$ cat src/rtl/arb_pkg.sv
// rtl/arb_pkg.sv - shared state encoding and source indices for the 2:1 round-robin arbiter
package arb_pkg;

  typedef enum logic [1:0] {
    IDLE   = 2'd0,
    LOCK_A = 2'd1,
    LOCK_B = 2'd2
  } state_e;

  localparam logic SRC_A = 1'b0;
  localparam logic SRC_B = 1'b1;

endpackage

$ cat src/rtl/out_reg_stage.sv
// rtl/out_reg_stage.sv - one-entry output register holding beat data, last flag, source index and valid
module out_reg_stage #(
  parameter int W = 8
) (
  input  logic         clk,
  input  logic         rst_n,
  input  logic         load_i,
  input  logic         drain_i,
  input  logic [W-1:0] data_i,
  input  logic         last_i,
  input  logic         sel_i,
  output logic         valid_o,
  output logic [W-1:0] data_o,
  output logic         last_o,
  output logic         sel_o
);

  logic         valid_q;
  logic [W-1:0] data_q;
  logic         last_q;
  logic         sel_q;

  // A drain without a load only clears valid; payload keeps its last value.
  always_ff @(posedge clk) begin
    if (!rst_n) begin
      valid_q <= 1'b0;
      data_q  <= '0;
      last_q  <= 1'b0;
      sel_q   <= 1'b0;
    end else if (load_i) begin
      valid_q <= 1'b1;
      data_q  <= data_i;
      last_q  <= last_i;
      sel_q   <= sel_i;
    end else if (drain_i) begin
      valid_q <= 1'b0;
    end
  end

  assign valid_o = valid_q;
  assign data_o  = data_q;
  assign last_o  = last_q;
  assign sel_o   = sel_q;

endmodule

$ cat src/rtl/arb2to1_rr.sv
// rtl/arb2to1_rr.sv - two-source round-robin packet arbiter with a registered output beat
module arb2to1_rr
  import arb_pkg::*;
#(
  parameter int W = 8
) (
  input  logic         clk,
  input  logic         rst_n,
  input  logic         a_valid,
  input  logic [W-1:0] a_data,
  input  logic         a_last,
  output logic         a_ready,
  input  logic         b_valid,
  input  logic [W-1:0] b_data,
  input  logic         b_last,
  output logic         b_ready,
  output logic         y_valid,
  output logic [W-1:0] y_data,
  output logic         y_last,
  output logic         y_sel,
  input  logic         y_ready
);

  state_e       state_q;
  logic         last_served_q;
  logic         load_ok;
  logic         gnt_a;
  logic         gnt_b;
  logic         acc_a;
  logic         acc_b;
  logic         load;
  logic [W-1:0] mux_data;
  logic         mux_last;
  logic         mux_sel;

  assign load_ok = !y_valid || y_ready;

  // A locked source keeps the grant even while its valid is low.
  always_comb begin
    gnt_a = 1'b0;
    gnt_b = 1'b0;
    case (state_q)
      LOCK_A: gnt_a = 1'b1;
      LOCK_B: gnt_b = 1'b1;
      default: begin
        if (a_valid && (!b_valid || last_served_q == SRC_B)) begin
          gnt_a = 1'b1;
        end else if (b_valid) begin
          gnt_b = 1'b1;
        end
      end
    endcase
  end

  assign a_ready = rst_n && gnt_a && load_ok;
  assign b_ready = rst_n && gnt_b && load_ok;
  assign acc_a   = a_valid && a_ready;
  assign acc_b   = b_valid && b_ready;
  assign load    = acc_a || acc_b;

  assign mux_sel  = acc_b ? SRC_B : SRC_A;
  assign mux_data = acc_b ? b_data : a_data;
  assign mux_last = acc_b ? b_last : a_last;

  always_ff @(posedge clk) begin
    if (!rst_n) begin
      state_q       <= IDLE;
      last_served_q <= SRC_B;
    end else begin
      case (state_q)
        IDLE: begin
          if (acc_a) begin
            if (a_last) last_served_q <= SRC_A;
            else        state_q       <= LOCK_A;
          end else if (acc_b) begin
            if (b_last) last_served_q <= SRC_B;
            else        state_q       <= LOCK_B;
          end
        end
        LOCK_A: begin
          if (acc_a && a_last) begin
            state_q       <= IDLE;
            last_served_q <= SRC_A;
          end
        end
        LOCK_B: begin
          if (acc_b && b_last) begin
            state_q       <= IDLE;
            last_served_q <= SRC_B;
          end
        end
        default: state_q <= IDLE;
      endcase
    end
  end

  out_reg_stage #(
    .W (W)
  ) u_out_reg (
    .clk     (clk),
    .rst_n   (rst_n),
    .load_i  (load),
    .drain_i (y_ready),
    .data_i  (mux_data),
    .last_i  (mux_last),
    .sel_i   (mux_sel),
    .valid_o (y_valid),
    .data_o  (y_data),
    .last_o  (y_last),
    .sel_o   (y_sel)
  );

endmodule

$ cat config.mk
export PLATFORM = sky130hd
export DESIGN_NAME = arb2to1_rr
export DESIGN_NICKNAME = d
export VERILOG_FILES = /design/src/rtl/arb_pkg.sv /design/src/rtl/out_reg_stage.sv /design/src/rtl/arb2to1_rr.sv
export SDC_FILE = /design/constraint.sdc
export NUM_CORES = 1
export LEC_CHECK = 0
export BUFFER_PORTS_ARGS = -buffer_cell sky130_fd_sc_hd__buf_2
export CORE_ASPECT_RATIO = 0.7
export CORE_UTILIZATION = 35
export CTS_BUF_LIST = sky130_fd_sc_hd__clkbuf_4 sky130_fd_sc_hd__clkbuf_8
export CTS_CLUSTER_DIAMETER = 120
export CTS_CLUSTER_SIZE = 25
export DETAILED_ROUTE_END_ITERATION = 10
export PLACE_DENSITY = 0.59
export SETUP_SLACK_MARGIN = 0.02
export SYNTH_ARGS = -nofsm -noshare
export SYNTH_HDL_FRONTEND = slang
export SYNTH_SLANG_ARGS = --single-unit
$ cat constraint.sdc
create_clock -name clk -period 1.8 [get_ports clk]
set_input_delay 0.36 -clock clk [delete_from_list [all_inputs] [get_ports clk]]
set_output_delay 0.36 -clock clk [all_outputs]
set_load 0.02 [all_outputs]
==> metrics.csv, run 1 <==
metric;value;unit
dieArea;2750;um2
synth_seq_cells;14;
gp_congestion;0.893;
violations;negative setup slack;
fin_crit;1970;ps
synth-edff-count;0;
fp.dieH;44.2;um
cp_slowest_cell;dfxtp_2;
ys_types;36;
dpl-instance-area;1170;um2
cpPeakStageDelay;340;ps
synth_xor_area_share;0;%
post-dp-hpwl;1.63;mm
vias;922;
share_seq_of_total_power;28.6;%
rsz0062_at_grt;true;
tns;-1890;ps
whs;325;ps
crit_buf_inv;2;
tightest_slew;385;ps
final_area;1430;um2
slew_violations;0;
cp_max_fo;5;
grt_use_total;19.0;%
synth.top_cells.by_area;dfxtp_1 31%, mux2i_1 9.0%, a21oi_2 5.9%;
syn_avg_cell_area;8.91;um2
fin_skew;3.12;ps
power.density;964;nW/um2
post-route-util;62.9;%
cts_buffers;3;
power_leakage;0.000616;uW
drive_above_1_share;64.7;%
netSwitchingPower;518;uW
synthMostInstantiatedCell;dfxtp_1;
dr.first_iter.drc_count;39;
grt_antenna_before_repair;0;
end_kind;register;
ys.flop_type;dfxtp_1;
ios;36;
ant_nets;0;
diodes;0;
core_area;2280;um2
syn_to_final_growth;60.7;%
cp-start-kind;register;
setup_ws;-172;ps
wl_per_cell;13.8;um
synth_top_family_by_area;compound AO/OA/AOI/OAI gates;
syn_inst;100;
synth_top_area_cell;dfxtp_1;
syn_area;891;um2
port_buffers;35;
path_cells;inv_2 > ha_4 > and3b_2 > buf_6 > nor4_4 > nand3_2 > a31oi_4 > mux2_4;
crit_required;1990;ps
arrival;2160;ps
path_class;reg -> reg;
ir_worst_vdd;0.622;mV
switching_share;37.5;%
synthArstFlopShare;0;%
fin_nets;180;
start_util;39.1;%
syn_nets;126;
maxSlewHeadroom;74.1;%
cts_htree_levels;1;
hold_violations;0;
wirelength;2.55;mm
row_count;14;
nFillCells;188;
cts_num_sinks;14;
synth_warnings;0;
r2r_setup_slack;-170;ps
grt_pass1_wl;4.04;mm
setup_violations;15;
place_inst;173;
ys_seq_area_share;31.5;%
drc;0;
instances_no_fill;185;
clk-insertion-delay-late;290;ps
seq_area;283;um2
p_clk_share;17.3;%
grt_start_max_net_pins;18;
via_per_inst;4.98;
cts_tree;built;
status;complete, but fails checks;
maxCapViolCount;0;
fin_crit_sh;110;%
synth_top_area_share;31.5;%
yosys-top-cells-count;14 x dfxtp_1, 8 x mux2i_1;
yosys.area_share.simple;21.9;%
synth_compound_area_share;23.5;%
hold_class;in -> reg;
p_comb_share;54.2;%
grt_pass1_vias;864;
root_buffer;clkbuf_4;
die_w;62.3;um
multiInputGateArea;666;um2
fmax;507;MHz
crit_family;simple AND/OR/NAND/NOR gates;
muxShareOfSynthArea;10.3;%
synthAdderAreaFrac;4.21;%
drt_first_pass_iters;4;
clk_pin_slew_worst_paths;90;ps
overflow;0;
p_int;862;uW
clk_path_buf_depth;2;
[final cells by class]
class | instances | share of cell area, %
clock buffer | 4 | 2.53
tap | 32 | 2.80
sequential | 14 | 19.8
timing repair buffer | 56 | 26.8
inverter | 6 | 1.57
multi-input combinational | 73 | 46.5
[through the flow]
stage	worst slack, ps	power, uW
after global routing	-231	1450
after global placement	-225	942
after detailed placement	-189	948
after CTS	-135	1350
final	-172	1380
after floorplan	-145	783
[layout by cell type, fill, tap and decap left out, drive strengths merged, types with 4 or more instances in the layout]
master / netlist / final
mux2i: 8 / 8
dfxtp: 14 / 14
o21ai: 11 / 11
nand2: 6 / 6
nand3: 5 / 5
buf: 6 / 56
inv: 6 / 6
a21oi: 12 / 12
clkbuf: 1 / 4
[state kept, by name, summed over array words and instances, names as in the netlist]
| register | cells |
|---|---|
| u_out_reg.data_o | 8 |
| state_q | 2 |
| last_served_q | 1 |
| u_out_reg.last_o | 1 |
| u_out_reg.sel_o | 1 |
| u_out_reg.valid_o | 1 |
[logic make-up (layout without fill, tap and decap cells)]
group / Yosys count / count (layout)
AO/OA/AOI/OAI: 32 / 32
AND/OR/NAND/NOR: 29 / 29
flip-flops: 14 / 14
buffers and inverters: 13 / 66
multiplexers: 9 / 9
adder cells (fa/ha/maj): 3 / 3
[worst min-delay path: cells and delay by family]
| family | cells | cell delay (ps) |
|---|---|---|
| buffers and inverters | 1 | 80 |
| AO/OA/AOI/OAI | 2 | 150 |
[path summary, 6_finish.rpt]
kind,start,end,depth (start not counted)
setup reg to reg,state_q[0],last_served_q,8
hold reg to reg,u_out_reg.sel_o,u_out_reg.sel_o,2
hold / removal,b_data[4],u_out_reg.data_o[4],3
setup / recovery,state_q[0],last_served_q,8
[power by group through the flow]
stage                     Clock, uW  Sequential, uW  Combinational (uW)
after detailed placement          0             401                 547
after CTS                       241             394                 711
after global placement            0             399                 543
after global routing            256             402                 797
after floorplan                   0             451                 332
final                           238             394                 747
[repair_timing]
| item | 4_1_cts | 5_1_grt |
|---|---|---|
| pin swaps | 12 | 4 |
| gates cloned | 1 | 0 |
| buffers inserted | 8 | 0 |
| hold buffers | 0 | 0 |
| setup endpoints to repair | 15 | 16 |
| resized for setup | 22 | 15 |
[layer usage]
metal / global-route usage, % / up-vias / wire (um)
met1: 24.8 / 423 / 1190
li1: - / 467 / -
met5: 0 / - / 0
met3: 5.15 / 4 / 144
met2: 32.1 / 28 / 1180
met4: 4.19 / 0 / 29
(Power assumes the default switching activity.)
==> run 2, diff against run 1 <==
ABC_AREA = 1   (was not set)
PLACE_DENSITY = 0.61   (was 0.59)
==> metrics.csv, run 2 <==
metric;value;unit;change
status;finished, final reports clean;;
gp_congestion;0.886;;-0.74%
start_util;37.1;%;-2.0 points
drt_first_pass_iters;4;;unchanged
vias;992;;+7.6%
rsz0062_at_grt;true;;
wirelength;2.38;mm;-6.4%
synth-edff-count;0;;unchanged
synth_warnings;0;;unchanged
grt_use_total;19.5;%;+0.47 points
drive_above_1_share;46.4;%;-18 points
via_per_inst;4.96;;-0.48%
clk_path_buf_depth;2;;unchanged
switching_share;36.0;%;-1.5 points
synthArstFlopShare;0;%;unchanged
fin_nets;195;;+8.3%
final_area;1250;um2;-13%
slew_violations;0;;unchanged
dr.first_iter.drc_count;51;;+31%
layout_common_cells;33 x buf_2, 25 x nand2_1, 20 x nand3_1;;
cts_hold_buf;0;;unchanged
fin_crit;1780;ps;-191 ps
p_comb_share;40.1;%;-14 points
setup_violations;0;;-15
clk_pin_slew_worst_paths;90;ps;about the same
ios;36;;unchanged
cts_num_sinks;14;;unchanged
nFillCells;206;;+9.6%
diodes;0;;unchanged
syn_nets;145;;+15%
power.density;784;nW/um2;-19%
syn_to_final_growth;56.0;%;
largest_reg_flops;8;;unchanged
grt_pass1_wl;3.65;mm;-9.7%
cts_tree;built;;
hold_class;in -> reg;;
maxSlewHeadroom;72.7;%;-1.4 points
die_w;59.1;um;-5.1%
grt_start_max_net_pins;13;;-5
cts_buffers;3;;unchanged
power_leakage;0.000586;uW;-4.9%
grt_antenna_before_repair;0;;unchanged
p_int;625;uW;-27%
share_seq_of_total_power;36.2;%;+7.6 points
crit_required;1440;ps;-550 ps
drc;0;;unchanged
p_clk_share;23.6;%;+6.3 points
multiInputGateArea;534;um2;-20%
netSwitchingPower;352;uW;-32%
cts_htree_levels;1;;unchanged
layout_commonest_cell;buf_2;;
syn_area;800;um2;-10%
tightest_slew;409;ps;+24.3 ps
end_kind;output pin;;
post-dp-hpwl;1.64;mm;+0.31%
grt_pass1_vias;845;;-2.2%
seq_area;283;um2;unchanged
cp-start-kind;register;;
cp_max_fo;4;;-1
core_area;2150;um2;-5.4%
clk-insertion-delay-late;290;ps;about the same
synth_seq_cells;14;;unchanged
fin_crit_sh;98.9;%;-11 points
post-route-util;57.9;%;-5.0 points
arrival;1420;ps;-740 ps
ir_worst_vdd;0.472;mV;-24%
overflow;0;;unchanged
yosys-top-cells-count;28 x nand2_1, 21 x nand3_1, 14 x dfxtp_1, 12 x inv_1, 9 x a31oi_1;;
synth_top_area_cell;dfxtp_1;;
power;978;uW;-29%
synthMostInstantiatedCell;nand2_1;;
dpl-instance-area;1080;um2;-8.3%
dieArea;2480;um2;-9.9%
path_class;reg -> out;;
ys_types;23;;-36%
syn_inst;119;;+19%
maxCapViolCount;0;;unchanged
port_buffers;35;;unchanged
syn_avg_cell_area;6.72;um2;-25%
ys.flop_type;dfxtp_1;;
row_count;14;;unchanged
root_buffer;clkbuf_4;;
synth_top_area_share;35.1;%;+3.6 points
wl_per_cell;11.9;um;-13%
whs;304;ps;-20.6 ps
fin_skew;5.07;ps;+1.96 ps
hold_violations;0;;unchanged
ys_seq_area_share;35.1;%;+3.6 points
synth.top_cells.by_area;dfxtp_1 35%, nand2_1 13%, nand3_1 13%;;
fmax;562;MHz;+11%
ant_nets;0;;unchanged
fp.dieH;42.0;um;-5.0%
## run 2: logic make-up (layout without fill, tap and decap cells)
group                      after synthesis  count (layout)  synth area share [%]
and+or+nand+nor                         65              65                  37.4
buffers and inverters                   18              67                  8.76
adders and majority gates                3               3                  4.70
AOI/OAI and AO/OA                       19              19                  14.1
DFF                                     14              14                  35.1
## run 2: through the flow
step	setup slack, ps	cells	setup TNS, ps
floorplan	20.9	119	0
global placement	-10.2	193	-43.0
detailed placement	-24.5	193	-203
CTS	-8.18	198	-8.18
global route	-52.8	200	-143
finish	19.1	200	0
## run 2: path summary, 6_finish.rpt
path | from | end | slack (ps) | depth (start not counted)
min | rst_n | last_served_q | 300 | 2
min reg2reg | u_out_reg.sel_o | u_out_reg.sel_o | 470 | 2
max | state_q[1] | a_ready | 20 | 7
max reg2reg | state_q[0] | state_q[1] | 70 | 11
## run 2: worst max-delay path: stages (launching register included)
cell and delay (ps):
dfxtp_2 340, inv_2 50, ha_4 290, inv_6 50, nor2_4 110, nor2_4 50
and2_4 130, buf_6 120
## run 2: layer usage
| layer | vias to the layer above | global-route usage [%] | routed length, um | part of all wire, % |
|---|---|---|---|---|
| met4 | 0 | 5.71 | 14 | 0.59 |
| met3 | 4 | 6.79 | 136 | 5.7 |
| met5 | - | 0 | 0 | 0 |
| li1 | 500 | - | - | - |
| met1 | 461 | 25.7 | 1120 | 47 |
| met2 | 27 | 30.0 | 1110 | 47 |
## run 2: repair_timing
| item | CTS | global route |
|---|---|---|
| endpoints found under the setup margin | 14 | 15 |
| gates resized for setup | 10 | 23 |
| buffers inserted | 1 | 1 |
| pin swaps | 3 | 5 |
| cloned | 0 | 1 |
## run 2: area by class of cell
class / instances / share of cell area (%)
tap: 32 / 3.21
clock buffer: 4 / 2.91
timing repair buffer: 47 / 22.6
timing repair inverter: 1 / 0.602
multi-input combinational: 87 / 42.8
inverter: 15 / 5.22
sequential: 14 / 22.7
## run 2: power groups by stage
stage | logic (uW) | clock network [uW] | registers, uW
5_1_grt | 430 | 250 | 357
3_3_place_gp | 303 | 0 | 359
3_5_place_dp | 304 | 0 | 360
4_1_cts | 326 | 235 | 354
6_report | 392 | 231 | 354
2_1_floorplan | 168 | 0 | 385
==> run 3, diff against run 2 <==
REMOVE_ABC_BUFFERS = 1   (was not set)
==> metrics.csv, run 3 (same netlist as run 2, synthesis figures left out) <==
metric;value;unit;change
status;finished, final reports clean;;
clk_path_buf_depth;2;;unchanged
grt_pass1_wl;3.97;mm;+8.7%
fmax;558;MHz;-0.68%
diodes;0;;unchanged
fin_nets;198;;+1.5%
fin_crit;1790;ps;+12.1 ps
cp_max_fo;2;;-2
root_buffer;clkbuf_4;;
maxCapViolCount;0;;unchanged
ant_nets;0;;unchanged
power;926;uW;-5.3%
grt_start_max_net_pins;13;;unchanged
overflow;0;;unchanged
fp.dieH;42.0;um;unchanged
syn_to_final_growth;54.6;%;
tightest_slew;445;ps;+36.1 ps
layout_commonest_cell;buf_2;;
gp_congestion;0.862;;-2.8%
fin_crit_sh;99.6;%;+0.67 points
nFillCells;212;;+2.9%
via_per_inst;4.94;;-0.39%
cts_htree_levels;1;;unchanged
post-dp-hpwl;1.80;mm;+10%
clk-insertion-delay-late;280;ps;about the same
drc;0;;unchanged
rsz0062_at_grt;true;;
die_w;59.1;um;unchanged
cp-start-kind;register;;
wl_per_cell;13.1;um;+9.9%
arrival;1430;ps;about the same
final_area;1240;um2;-0.90%
fin_skew;3.96;ps;-1.12 ps
power_leakage;0.000589;uW;+0.52%
dpl-instance-area;1080;um2;unchanged
drive_above_1_share;46.5;%;about the same
hold_violations;0;;unchanged
clk_pin_slew_worst_paths;80;ps;about the same
vias;998;;+0.60%
ir_worst_vdd;0.316;mV;-33%
layout_common_cells;33 x buf_2, 26 x nand2_1, 21 x nand3_1;;
post-route-util;57.4;%;-0.52 points
dieArea;2480;um2;unchanged
port_buffers;35;;unchanged
grt_pass1_vias;902;;+6.7%
largest_reg_flops;8;;unchanged
maxSlewHeadroom;70.3;%;-2.4 points
instances_no_fill;202;;+1.0%
path_class;reg -> out;;
hold_class;in -> reg;;
grt_antenna_before_repair;0;;unchanged
ios;36;;unchanged
row_count;14;;unchanged
cts_hold_buf;0;;unchanged
end_kind;output pin;;
grt_use_total;21.4;%;+1.9 points
wirelength;2.65;mm;+11%
core_area;2150;um2;unchanged
start_util;37.1;%;unchanged
slew_violations;0;;unchanged
dr.first_iter.drc_count;39;;-24%
power.density;749;nW/um2;-4.4%
setup_violations;0;;unchanged
cts_num_sinks;14;;unchanged
cts_tree;built;;
crit_required;1440;ps;about the same
cts_buffers;3;;unchanged
drt_first_pass_iters;4;;unchanged
place_inst;193;;unchanged
## run 3: path summary, 6_finish.rpt
check | from | end | slack (ps) | depth (start not counted)
max | state_q[0] | b_ready | 7 | 6
min reg2reg | u_out_reg.sel_o | u_out_reg.sel_o | 480 | 2
min | rst_n | last_served_q | 300 | 2
max reg2reg | state_q[0] | u_out_reg.data_o[2] | 90 | 10
## run 3: cell type report
cell class | instances | area [um2] | area share [%]
multi-input cells | 87 | 518 | 41.9
repair buffers | 50 | 300 | 24.3
flip-flops and latches | 14 | 283 | 22.9
inverters | 15 | 65.1 | 5.26
well taps | 32 | 40.0 | 3.24
clock buffers | 3 | 22.5 | 1.82
repair inverters | 1 | 7.51 | 0.607
## run 3: worst max-delay path, stage by stage (launching register included)
cell	delay, ps
dfxtp_2	340
inv_2	50
ha_4	290
buf_6	100
nor2_2	40
nor3_2	150
buf_4	180
## run 3: metrics by stage
step           setup TNS [ps]  setup WS, ps  hold WS, ps
4_1_cts                     0          3.77          304
6_report                    0          6.96          303
2_1_floorplan            -336         -47.8          445
3_5_place_dp             -467         -67.3          466
5_1_grt                 -76.5         -24.6          304
3_3_place_gp            -17.3         -7.70          453
## run 3: layer usage
layer	GRT usage (%)	share of wire, %	routed length [um]
met5	0	0	0
met1	29.1	46	1210
met4	4.29	1.3	34
met3	5.56	6.9	182
met2	34.1	46	1220
## run 3: repair_timing
item,CTS,global route
pin swaps,3,6
endpoints found under the setup margin,15,15
buffers inserted,2,3
gates resized for setup,11,18
cloned,0,1
## run 3: report_power, final
| part | internal [uW] | total [uW] | switching (uW) |
|---|---|---|---|
| clock network | 77.7 | 179 | 101 |
| logic | 163 | 392 | 229 |
| registers | 338 | 354 | 16.1 |
